$ cat src/rtl/h3_pkg.sv
// Shared definitions for the Hamming(7,4) scrubber: code geometry, codeword
// type, scrubber FSM states and the syndrome helper used by the corrector.
package h3_pkg;

  localparam int N = 7;  // codeword width
  localparam int K = 4;  // information bits
  localparam int R = 3;  // parity bits

  typedef logic [6:0] h3_cw_t;

  typedef enum logic [2:0] {
    S_IDLE,
    S_RD_REQ,
    S_RD_WAIT,
    S_CHECK,
    S_WR_REQ,
    S_NEXT
  } scrub_state_t;

  // Bit i of the codeword is Hamming position i+1 (p1 p2 d1 p3 d2 d3 d4).
  // A nonzero syndrome is the 1-based position of the flipped bit.
  function automatic logic [R-1:0] h3_syndrome(input h3_cw_t cw);
    logic [R-1:0] s;
    s[0] = cw[0] ^ cw[2] ^ cw[4] ^ cw[6];
    s[1] = cw[1] ^ cw[2] ^ cw[5] ^ cw[6];
    s[2] = cw[3] ^ cw[4] ^ cw[5] ^ cw[6];
    return s;
  endfunction

endpackage

$ cat src/rtl/h3_scrubber_7_4_corr.sv
// Combinational Hamming(7,4) single-error corrector. Any nonzero syndrome is
// treated as a single-bit error; double errors get miscorrected by design.
module h3_scrubber_7_4_corr
  import h3_pkg::*;
(
  input  h3_cw_t cw_i,
  output h3_cw_t cw_o,
  output logic   sec_o
);

  logic [R-1:0] syn;
  h3_cw_t       flip;

  // Decode the syndrome into a one-hot flip mask and apply it
  always_comb begin
    syn  = h3_syndrome(cw_i);
    flip = '0;
    if (syn != '0) flip = h3_cw_t'(1) << (syn - R'(1));
    cw_o  = cw_i ^ flip;
    sec_o = (syn != '0);
  end

endmodule

$ cat src/rtl/h3_scrubber_7_4.sv
// Background scrubber: walks every address, reads the codeword, runs it
// through the corrector and writes back only words that needed a fix.
// Memory access is shared with the functional path via req/gnt.
module h3_scrubber_7_4 #(
  parameter int N      = 7,
  parameter int K      = 4,
  parameter int DEPTH  = 16,
  parameter int ADDR_W = $clog2(DEPTH),
  parameter int CNT_W  = 16,
  parameter int RD_LAT = 1
) (
  input  logic              clk_i,
  input  logic              rst_n_i,
  input  logic              start_i,
  input  logic              enable_i,
  output logic              mem_req_o,
  output logic              mem_we_o,
  output logic [ADDR_W-1:0] mem_addr_o,
  output logic [N-1:0]      mem_wdata_o,
  input  logic              mem_gnt_i,
  input  logic [N-1:0]      mem_rdata_i,
  output logic              busy_o,
  output logic              done_o,
  output logic              sec_o,
  output logic [ADDR_W-1:0] err_addr_o,
  output logic [CNT_W-1:0]  sec_count_o
);

  import h3_pkg::*;

  if (N != 7 || K != 4 || DEPTH < 2 || RD_LAT < 1) begin : g_param_chk
    $error("h3_scrubber_7_4: unsupported parameter set");
  end

  localparam int                LAT_W     = $clog2(RD_LAT + 1);
  localparam logic [ADDR_W-1:0] LAST_ADDR = ADDR_W'(DEPTH - 1);
  localparam logic [LAT_W-1:0]  LAT_LAST  = LAT_W'(RD_LAT);

  scrub_state_t      state_q, state_d;
  logic [ADDR_W-1:0] addr_q, addr_d;
  logic [LAT_W-1:0]  lat_q, lat_d;
  h3_cw_t            rdata_q, rdata_d;
  h3_cw_t            wdata_q, wdata_d;
  logic              sec_q, sec_d;
  logic [ADDR_W-1:0] err_addr_q, err_addr_d;
  logic [CNT_W-1:0]  cnt_q, cnt_d;

  h3_cw_t corr_cw;
  logic   corr_sec;

  h3_scrubber_7_4_corr u_corr (
    .cw_i  (rdata_q),
    .cw_o  (corr_cw),
    .sec_o (corr_sec)
  );

  // State register and datapath flops; reset aborts any access in flight
  always_ff @(posedge clk_i or negedge rst_n_i) begin
    if (!rst_n_i) begin
      state_q    <= S_IDLE;
      addr_q     <= '0;
      lat_q      <= '0;
      rdata_q    <= '0;
      wdata_q    <= '0;
      sec_q      <= 1'b0;
      err_addr_q <= '0;
      cnt_q      <= '0;
    end else begin
      state_q    <= state_d;
      addr_q     <= addr_d;
      lat_q      <= lat_d;
      rdata_q    <= rdata_d;
      wdata_q    <= wdata_d;
      sec_q      <= sec_d;
      err_addr_q <= err_addr_d;
      cnt_q      <= cnt_d;
    end
  end

  // Next-state logic and per-state memory handshake outputs
  always_comb begin
    state_d    = state_q;
    addr_d     = addr_q;
    lat_d      = lat_q;
    rdata_d    = rdata_q;
    wdata_d    = wdata_q;
    sec_d      = 1'b0;
    err_addr_d = err_addr_q;
    cnt_d      = cnt_q;
    mem_req_o  = 1'b0;
    mem_we_o   = 1'b0;
    done_o     = 1'b0;
    unique case (state_q)
      S_IDLE: begin
        if (start_i || enable_i) begin
          state_d = S_RD_REQ;
          addr_d  = '0;
        end
      end
      S_RD_REQ: begin
        mem_req_o = 1'b1;
        if (mem_gnt_i) begin
          state_d = S_RD_WAIT;
          lat_d   = LAT_W'(1);
        end
      end
      S_RD_WAIT: begin
        // lat_q counts cycles since acceptance; data lands at RD_LAT
        if (lat_q == LAT_LAST) begin
          rdata_d = mem_rdata_i;
          state_d = S_CHECK;
        end else begin
          lat_d = lat_q + LAT_W'(1);
        end
      end
      S_CHECK: begin
        if (corr_sec) begin
          wdata_d = corr_cw;
          state_d = S_WR_REQ;
        end else begin
          state_d = S_NEXT;
        end
      end
      S_WR_REQ: begin
        mem_req_o = 1'b1;
        mem_we_o  = 1'b1;
        if (mem_gnt_i) begin
          sec_d      = 1'b1;
          err_addr_d = addr_q;
          if (cnt_q != '1) cnt_d = cnt_q + CNT_W'(1);
          state_d = S_NEXT;
        end
      end
      S_NEXT: begin
        if (addr_q == LAST_ADDR) begin
          done_o  = 1'b1;
          addr_d  = '0;
          state_d = enable_i ? S_RD_REQ : S_IDLE;
        end else begin
          addr_d  = addr_q + ADDR_W'(1);
          state_d = S_RD_REQ;
        end
      end
      default: state_d = S_IDLE;
    endcase
  end

  assign mem_addr_o  = addr_q;
  assign mem_wdata_o = wdata_q;
  assign busy_o      = (state_q != S_IDLE);
  assign sec_o       = sec_q;
  assign err_addr_o  = err_addr_q;
  assign sec_count_o = cnt_q;

endmodule

$ cat config.mk
export PLATFORM = sky130hd
export DESIGN_NAME = h3_scrubber_7_4
export DESIGN_NICKNAME = d
export VERILOG_FILES = /design/src/rtl/h3_pkg.sv /design/src/rtl/h3_scrubber_7_4_corr.sv /design/src/rtl/h3_scrubber_7_4.sv
export SDC_FILE = /design/constraint.sdc
export NUM_CORES = 1
export LEC_CHECK = 0
export CORE_ASPECT_RATIO = 0.6
export CORE_MARGIN = 4
export CORE_UTILIZATION = 62
export CTS_BUF_LIST = sky130_fd_sc_hd__clkbuf_16
export CTS_CLUSTER_SIZE = 24
export DETAILED_ROUTE_END_ITERATION = 6
export DONT_BUFFER_PORTS = 1
export PLACE_DENSITY = 0.8
export RECOVER_POWER = 50
export SETUP_SLACK_MARGIN = 0.5
export SYNTH_ARGS = -nofsm -noshare
export SYNTH_HDL_FRONTEND = slang
export SYNTH_SLANG_ARGS = --single-unit
$ cat constraint.sdc
create_clock -name clk_i -period 2.4 [get_ports clk_i]
set_clock_uncertainty 0.15 [all_clocks]
set_input_delay 0.48 -clock clk_i [delete_from_list [all_inputs] [get_ports clk_i]]
set_output_delay 0.48 -clock clk_i [all_outputs]
set_load 0.05 [all_outputs]
==> metrics.txt, run 1 <==
# TYPE chip_impl_metric gauge
chip_impl_metric{name="syn-mean-instance-area",unit="µm²"} 10.2
chip_impl_info{name="cts_root_buf",value="sky130_fd_sc_hd__clkbuf_16"} 1
chip_impl_metric{name="ys_seq_elements",unit=""} 43
chip_impl_info{name="worstEndpointType",value="sequential cell input"} 1
chip_impl_info{name="postSynth.topFlopCell",value="sky130_fd_sc_hd__dfrtp_1"} 1
chip_impl_metric{name="clock_tree.htree_level_count",unit=""} 2
chip_impl_metric{name="synth_sequential_area_ratio",unit="%"} 50.1
chip_impl_metric{name="initial_standard_cell_utilization_of_the_core",unit="%"} 65.4
chip_impl_info{name="tool.error",value="[ERROR DPL-0033] detailed placement checks failed during check placement."} 1
chip_impl_metric{name="syn_area",unit="mm²"} 0.00215
chip_impl_info{name="run_status",value="did not finish"} 1
chip_impl_metric{name="synth_edf_count",unit=""} 0
chip_impl_info{name="grt_worst_setup_endpoint",value="mem_wdata_o[0]$_DFFE_PN0P_/D"} 1
chip_impl_metric{name="cts.path.max_buffers",unit=""} 2
chip_impl_metric{name="post_syn_instances",unit=""} 211
chip_impl_metric{name="portBuffers",unit=""} 0
chip_impl_metric{name="grt_max_degree",unit=""} 44
chip_impl_metric{name="synth_cell_type_count",unit=""} 37
chip_impl_metric{name="placementRows",unit=""} 16
chip_impl_info{name="fail_step",value="5_1_grt"} 1
chip_impl_metric{name="die_y",unit="µm"} 53.6
chip_impl_metric{name="syn-num-nets",unit=""} 227
chip_impl_metric{name="place_hpwl",unit="µm"} 3710
chip_impl_metric{name="clock_sinks",unit=""} 43
chip_impl_metric{name="place_congestion",unit=""} 0.881
chip_impl_metric{name="pin_count",unit=""} 48
chip_impl_metric{name="cts_inserted_buffers",unit=""} 5
chip_impl_metric{name="asyncSetResetFlopFracSynth",unit="%"} 100
chip_impl_metric{name="yosys_warnings",unit=""} 0
chip_impl_metric{name="antenna_violations_before_repair",unit=""} 0
chip_impl_metric{name="chipWidth",unit="µm"} 84.0
-- synthesized netlist by cell type (2+ instances only) --
cell                       instances  area share [%]
sky130_fd_sc_hd__and3_1            3            0.87
sky130_fd_sc_hd__nand4_1           6             1.7
sky130_fd_sc_hd__xnor2_1          21             8.6
sky130_fd_sc_hd__mux2_2            8             4.2
sky130_fd_sc_hd__nand3_1           8             1.9
sky130_fd_sc_hd__nor2b_1           3            0.87
sky130_fd_sc_hd__inv_1             2            0.35
sky130_fd_sc_hd__or3_1             2            0.58
sky130_fd_sc_hd__clkbuf_1          4            0.70
sky130_fd_sc_hd__nor2_1           15             2.6
sky130_fd_sc_hd__nand2_1          35             6.1
sky130_fd_sc_hd__nor3_1            3            0.70
sky130_fd_sc_hd__and4_1            2            0.82
sky130_fd_sc_hd__a21oi_1           4            0.93
sky130_fd_sc_hd__dfrtp_1          43              50
sky130_fd_sc_hd__xor2_1           10             4.1
sky130_fd_sc_hd__o21ai_0          16             3.7
sky130_fd_sc_hd__nand3b_1          2            0.70
sky130_fd_sc_hd__a31oi_1           2            0.58
sky130_fd_sc_hd__ha_1              4             2.3
sky130_fd_sc_hd__a21o_1            2            0.70
-- per-stage QoR --
stage | hold WS (ns) | setup slack (ns) | area [µm²] | instances | util, %
after CTS | 0.185 | 0.420 | 2890 | 296 | 87.9
after detailed placement | 0.0350 | 0.144 | 2430 | 269 | 73.9
after global placement | 0.0353 | 0.323 | 2430 | 269 | 73.9
after floorplan | 0.0344 | 0.128 | 2270 | 211 | -
-- timing repair --
item	4_1_cts
setup buffers	17
resized for setup	34
setup endpoints to repair	23
gates cloned	0
pin swaps	16
hold endpoints to repair	43
hold buffers	2
-- cells by family after synthesis --
group	share of synthesized area [%]
xor+xnor	12.7
mux	4.20
fa+ha+maj	2.33
flops	50.1
compound gates	7.41
buf+inv	2.22
simple gates	21.1
==> inputs of run 2 (changes only) <==
==> config.mk (replaced) <==
export PLATFORM = sky130hd
export DESIGN_NAME = h3_scrubber_7_4
export DESIGN_NICKNAME = d
export VERILOG_FILES = /design/src/rtl/h3_pkg.sv /design/src/rtl/h3_scrubber_7_4_corr.sv /design/src/rtl/h3_scrubber_7_4.sv
export SDC_FILE = /design/constraint.sdc
export NUM_CORES = 1
export LEC_CHECK = 0
export CORE_MARGIN = 4
export CORE_UTILIZATION = 40
export DETAILED_ROUTE_END_ITERATION = 6
export DONT_BUFFER_PORTS = 1
export PLACE_DENSITY_LB_ADDON = 0.15
export RECOVER_POWER = 50
export SYNTH_ARGS = -nofsm -noshare
export SYNTH_HDL_FRONTEND = slang
export SYNTH_SLANG_ARGS = --single-unit
==> run 2 against run 1 <==
Effect of this change:
- the run now ends clean
- area after synthesis did not move
- synthesized cell count did not move
==> metrics.txt, run 2 <==
# TYPE chip_impl_metric gauge
chip_impl_info{name="cpMaxStageDelayCell",value="sky130_fd_sc_hd__dfrtp_1"} 1
chip_impl_info{name="leading_cell_types_in_the_layout_fill_and_taps_excluded",value="43 x sky130_fd_sc_hd__dfrtp_1, 36 x sky130_fd_sc_hd__nand2_1, 18 x sky130_fd_sc_hd__xnor2_1"} 1
chip_impl_metric{name="grt_max_degree",unit=""} 44
chip_impl_metric{name="timing.final.setup_violations",unit=""} 0
chip_impl_metric{name="regArea",unit="mm²"} 0.00108
chip_impl_metric{name="cts.path.max_buffers",unit=""} 2
chip_impl_info{name="yosys.cell_count.top_type",value="sky130_fd_sc_hd__dfrtp_1"} 1
chip_impl_metric{name="num_antenna_cells",unit=""} 0
chip_impl_metric{name="post_synthesis_adder_cell_area_fraction",unit="%"} 2.33
chip_impl_metric{name="achievable-frequency",unit="MHz"} 448
chip_impl_metric{name="synth_edf_count",unit=""} 0
chip_impl_metric{name="timing.critical_path.fanout_max",unit=""} 12
chip_impl_metric{name="yosysTopAreaCellShare",unit="%"} 50.1
chip_impl_metric{name="multi_input_area",unit="mm²"} 0.00104
chip_impl_metric{name="nets",unit=""} 255
chip_impl_metric{name="syn-num-nets",unit=""} 227
chip_impl_metric{name="route.antenna.remaining_nets",unit=""} 0
chip_impl_metric{name="intPower",unit="mW"} 1.95
chip_impl_metric{name="max-cap-violations",unit=""} 0
chip_impl_metric{name="layout.core_utilization",unit="%"} 48.6
chip_impl_info{name="setup.worst_path.class",value="flop to flop"} 1
chip_impl_metric{name="power.share.combinational",unit="%"} 50.2
chip_impl_metric{name="power_leakage",unit="nW"} 1.13
chip_impl_metric{name="vdd_ir_drop_max",unit="V"} 0.000683
chip_impl_metric{name="seqPwrFrac",unit="%"} 36.7
chip_impl_info{name="netlist_top_cells_area",value="sky130_fd_sc_hd__dfrtp_1 50%, sky130_fd_sc_hd__xnor2_1 8.6%, sky130_fd_sc_hd__nand2_1 6.1%"} 1
chip_impl_metric{name="place_hpwl",unit="µm"} 3520
chip_impl_info{name="synth_largest_area_cell",value="sky130_fd_sc_hd__dfrtp_1"} 1
chip_impl_metric{name="detail_route.wirelength",unit="µm"} 4650
chip_impl_metric{name="ys_seq_elements",unit=""} 43
chip_impl_info{name="cts_root_buf",value="sky130_fd_sc_hd__clkbuf_8"} 1
chip_impl_metric{name="timing_max_transition_violations_final",unit=""} 0
chip_impl_info{name="largest_family_of_logic_cells_by_synthesized_area",value="simple AND/OR/NAND/NOR gates"} 1
chip_impl_metric{name="clock_tree.htree_level_count",unit=""} 2
chip_impl_metric{name="muxShareOfSynthArea",unit="%"} 4.20
chip_impl_metric{name="remaining_max_slew_budget_at_the_tightest_pin",unit="%"} 29.7
chip_impl_metric{name="floorplan.core_area",unit="mm²"} 0.00514
chip_impl_metric{name="drcViolationCount",unit=""} 0
chip_impl_metric{name="clock_power_share",unit="%"} 13.1
chip_impl_info{name="run_status",value="finished, final reports clean"} 1
chip_impl_metric{name="period_minus_slack",unit="ns"} 2.23
chip_impl_metric{name="synth_cell_type_count",unit=""} 37
chip_impl_metric{name="drtPass1Iterations",unit=""} 4
chip_impl_info{name="synth_commonest_cells",value="43 x sky130_fd_sc_hd__dfrtp_1, 35 x sky130_fd_sc_hd__nand2_1, 21 x sky130_fd_sc_hd__xnor2_1, 16 x sky130_fd_sc_hd__o21ai_0, 15 x sky130_fd_sc_hd__nor2_1"} 1
chip_impl_metric{name="grt.total_usage",unit="%"} 15.2
chip_impl_metric{name="pin_count",unit=""} 48
chip_impl_metric{name="total_power",unit="mW"} 3.74
chip_impl_info{name="min-delay-path-class",value="input port to flop"} 1
chip_impl_metric{name="area_growth",unit="%"} 16.4
chip_impl_metric{name="place_area",unit="mm²"} 0.00240
chip_impl_info{name="ordered_list_of_cells_on_the_worst_path",value="nor3b_4 > nand2_1 > clkinv_4 > and3_4 > and4b_4 > nand4_1 > xnor2_1"} 1
chip_impl_info{name="worstSetupEndpointType",value="flop"} 1
chip_impl_metric{name="syn_area",unit="mm²"} 0.00215
chip_impl_metric{name="vias_cell",unit=""} 5.09
chip_impl_metric{name="cts_inserted_buffers",unit=""} 5
chip_impl_info{name="postSynth.topFlopCell",value="sky130_fd_sc_hd__dfrtp_1"} 1
chip_impl_metric{name="routed_wire_length_per_instance",unit="µm"} 15.0
chip_impl_metric{name="yosys.area_share.xor_xnor",unit="%"} 12.7
chip_impl_metric{name="fin_ws",unit="ns"} 0.169
chip_impl_metric{name="timing.setup.tns",unit="ns"} 0
chip_impl_metric{name="fraction_of_the_mapped_netlist_area_in_simple_logic_gates",unit="%"} 21.0
chip_impl_metric{name="die_y",unit="µm"} 81.2
chip_impl_metric{name="num-fill-cells",unit=""} 528
chip_impl_metric{name="synth_sequential_area_ratio",unit="%"} 50.1
chip_impl_metric{name="pwr_density_cell",unit="mW/mm²"} 1500
chip_impl_metric{name="synth_compound_area_share",unit="%"} 7.41
chip_impl_metric{name="yosys_warnings",unit=""} 0
chip_impl_metric{name="drt_iter0_markers",unit=""} 50
chip_impl_metric{name="design.die.area",unit="mm²"} 0.00660
chip_impl_metric{name="clkSlewWorstSetupHoldPaths",unit="ns"} 0.08
chip_impl_metric{name="post_route_cells_drive_above_1_share",unit="%"} 16.7
chip_impl_metric{name="syn-mean-instance-area",unit="µm²"} 10.2
chip_impl_metric{name="post_syn_instances",unit=""} 211
chip_impl_metric{name="cp_data_required_time",unit="ns"} 2.40
chip_impl_metric{name="vias",unit=""} 1577
chip_impl_metric{name="grt_first_pass_wirelength",unit="µm"} 7660
chip_impl_metric{name="chipWidth",unit="µm"} 81.2
chip_impl_info{name="layout_commonest_cell",value="sky130_fd_sc_hd__dfrtp_1"} 1
chip_impl_metric{name="globalRoute.totalOverflow",unit=""} 0
chip_impl_metric{name="worst_slew_pin_slew",unit="ns"} 1.06
chip_impl_metric{name="largest_register_ff_count",unit=""} 16
chip_impl_metric{name="vias_in_the_first_global_route",unit=""} 1618
chip_impl_info{name="tritoncts_clock_tree",value="yes"} 1
chip_impl_metric{name="antenna_violations_before_repair",unit=""} 0
chip_impl_metric{name="power_switching_share",unit="%"} 48.0
chip_impl_metric{name="net-switching-power",unit="mW"} 1.80
chip_impl_metric{name="final_cell_area",unit="mm²"} 0.00250
chip_impl_metric{name="clock_sinks",unit=""} 43
chip_impl_metric{name="post-route-period-util",unit="%"} 92.9
chip_impl_metric{name="dpl_worst_slack",unit="ns"} 0.0278
chip_impl_info{name="rsz0062_at_grt",value="false"} 1
chip_impl_metric{name="worst-endpoint-arrival",unit="ns"} 2.23
chip_impl_metric{name="report.final.hold_viol_count",unit=""} 0
chip_impl_metric{name="critical_path.max_stage_delay",unit="ns"} 0.53
chip_impl_metric{name="clkLatencyLatePin",unit="ns"} 0.29
chip_impl_metric{name="asyncSetResetFlopFracSynth",unit="%"} 100
chip_impl_info{name="cp-start-kind",value="flop"} 1
chip_impl_metric{name="place_congestion",unit=""} 0.776
chip_impl_metric{name="placementRows",unit=""} 26
chip_impl_metric{name="portBuffers",unit=""} 0
chip_impl_metric{name="initial_standard_cell_utilization_of_the_core",unit="%"} 41.7
## run 2: layout make-up
type,instances,area share [%]
well taps,70,3.51
flip-flops and latches,43,43.1
multi-input cells,159,41.6
inverters,3,0.651
clock buffers,8,4.01
repair buffers,27,7.11
## run 2: power groups by stage
stage	clock, mW	sequential, mW	combinational [mW]
after floorplan	0	1.42	1.40
after global placement	0	1.36	1.75
after detailed placement	0	1.38	1.84
after CTS	0.513	1.37	1.86
after global routing	0.540	1.40	2.09
final	0.490	1.37	1.88
## run 2: layer usage
metal  vias up  part of all wire (%)  track usage [%]
met5         -                     0                0
met4         0                   1.6             5.57
li1        775                     -                -
met3         8                   6.7             5.65
met1       754                    43             18.0
met2        40                    49             25.0
## run 2: final timing paths
check / from / end / slack, ns / cells after the start
min in group asynchronous: rst_n_i / mem_wdata_o[5]$_DFFE_PN0P_ / 0.81 / 2
hold / removal: mem_rdata_i[3] / rdata_q[3]$_DFFE_PN0P_ / 0.19 / 1
max in group asynchronous: rst_n_i / sec_count_o[0]$_DFFE_PN0P_ / 0.65 / 2
hold reg to reg: lat_q$_DFFE_PN0P_ / lat_q$_DFFE_PN0P_ / 0.32 / 1
setup reg to reg: state_q[0]$_DFFE_PN0P_ / sec_count_o[9]$_DFFE_PN0P_ / 0.17 / 7
setup / recovery: state_q[0]$_DFFE_PN0P_ / sec_count_o[9]$_DFFE_PN0P_ / 0.17 / 7
## run 2: critical path, delay by kind of cell (launching register included)
| family | cells | cell delay [ns] |
|---|---|---|
| AND/OR/NAND/NOR | 5 | 1.09 |
| flip-flops | 1 | 0.53 |
| XOR/XNOR | 1 | 0.18 |
| buffers and inverters | 1 | 0.14 |
## run 2: cell families (layout without fill, tap and decap cells)
logic type               Yosys count  after routing
flip-flops                        43             43
AO/OA/AOI/OAI                     28             28
AND/OR/NAND/NOR                   88             88
XOR/XNOR                          31             31
adder cells (fa/ha/maj)            4              4
buffers and inverters              9             38
multiplexers                       8              8
## run 2: through the flow
step,instances,hold WS (ns)
floorplan,211,0.0344
global route,310,0.177
CTS,309,0.177
global placement,299,0.0359
detailed placement,299,0.0360
finish,310,0.189
## run 2: repair_timing
action	CTS	global route
hold endpoints to repair	43	0
buffers inserted	0	1
gates resized for setup	0	3
setup endpoints to repair	0	7
hold buffers	2	0
No activity file was read; power rests on OpenSTA's default activity.
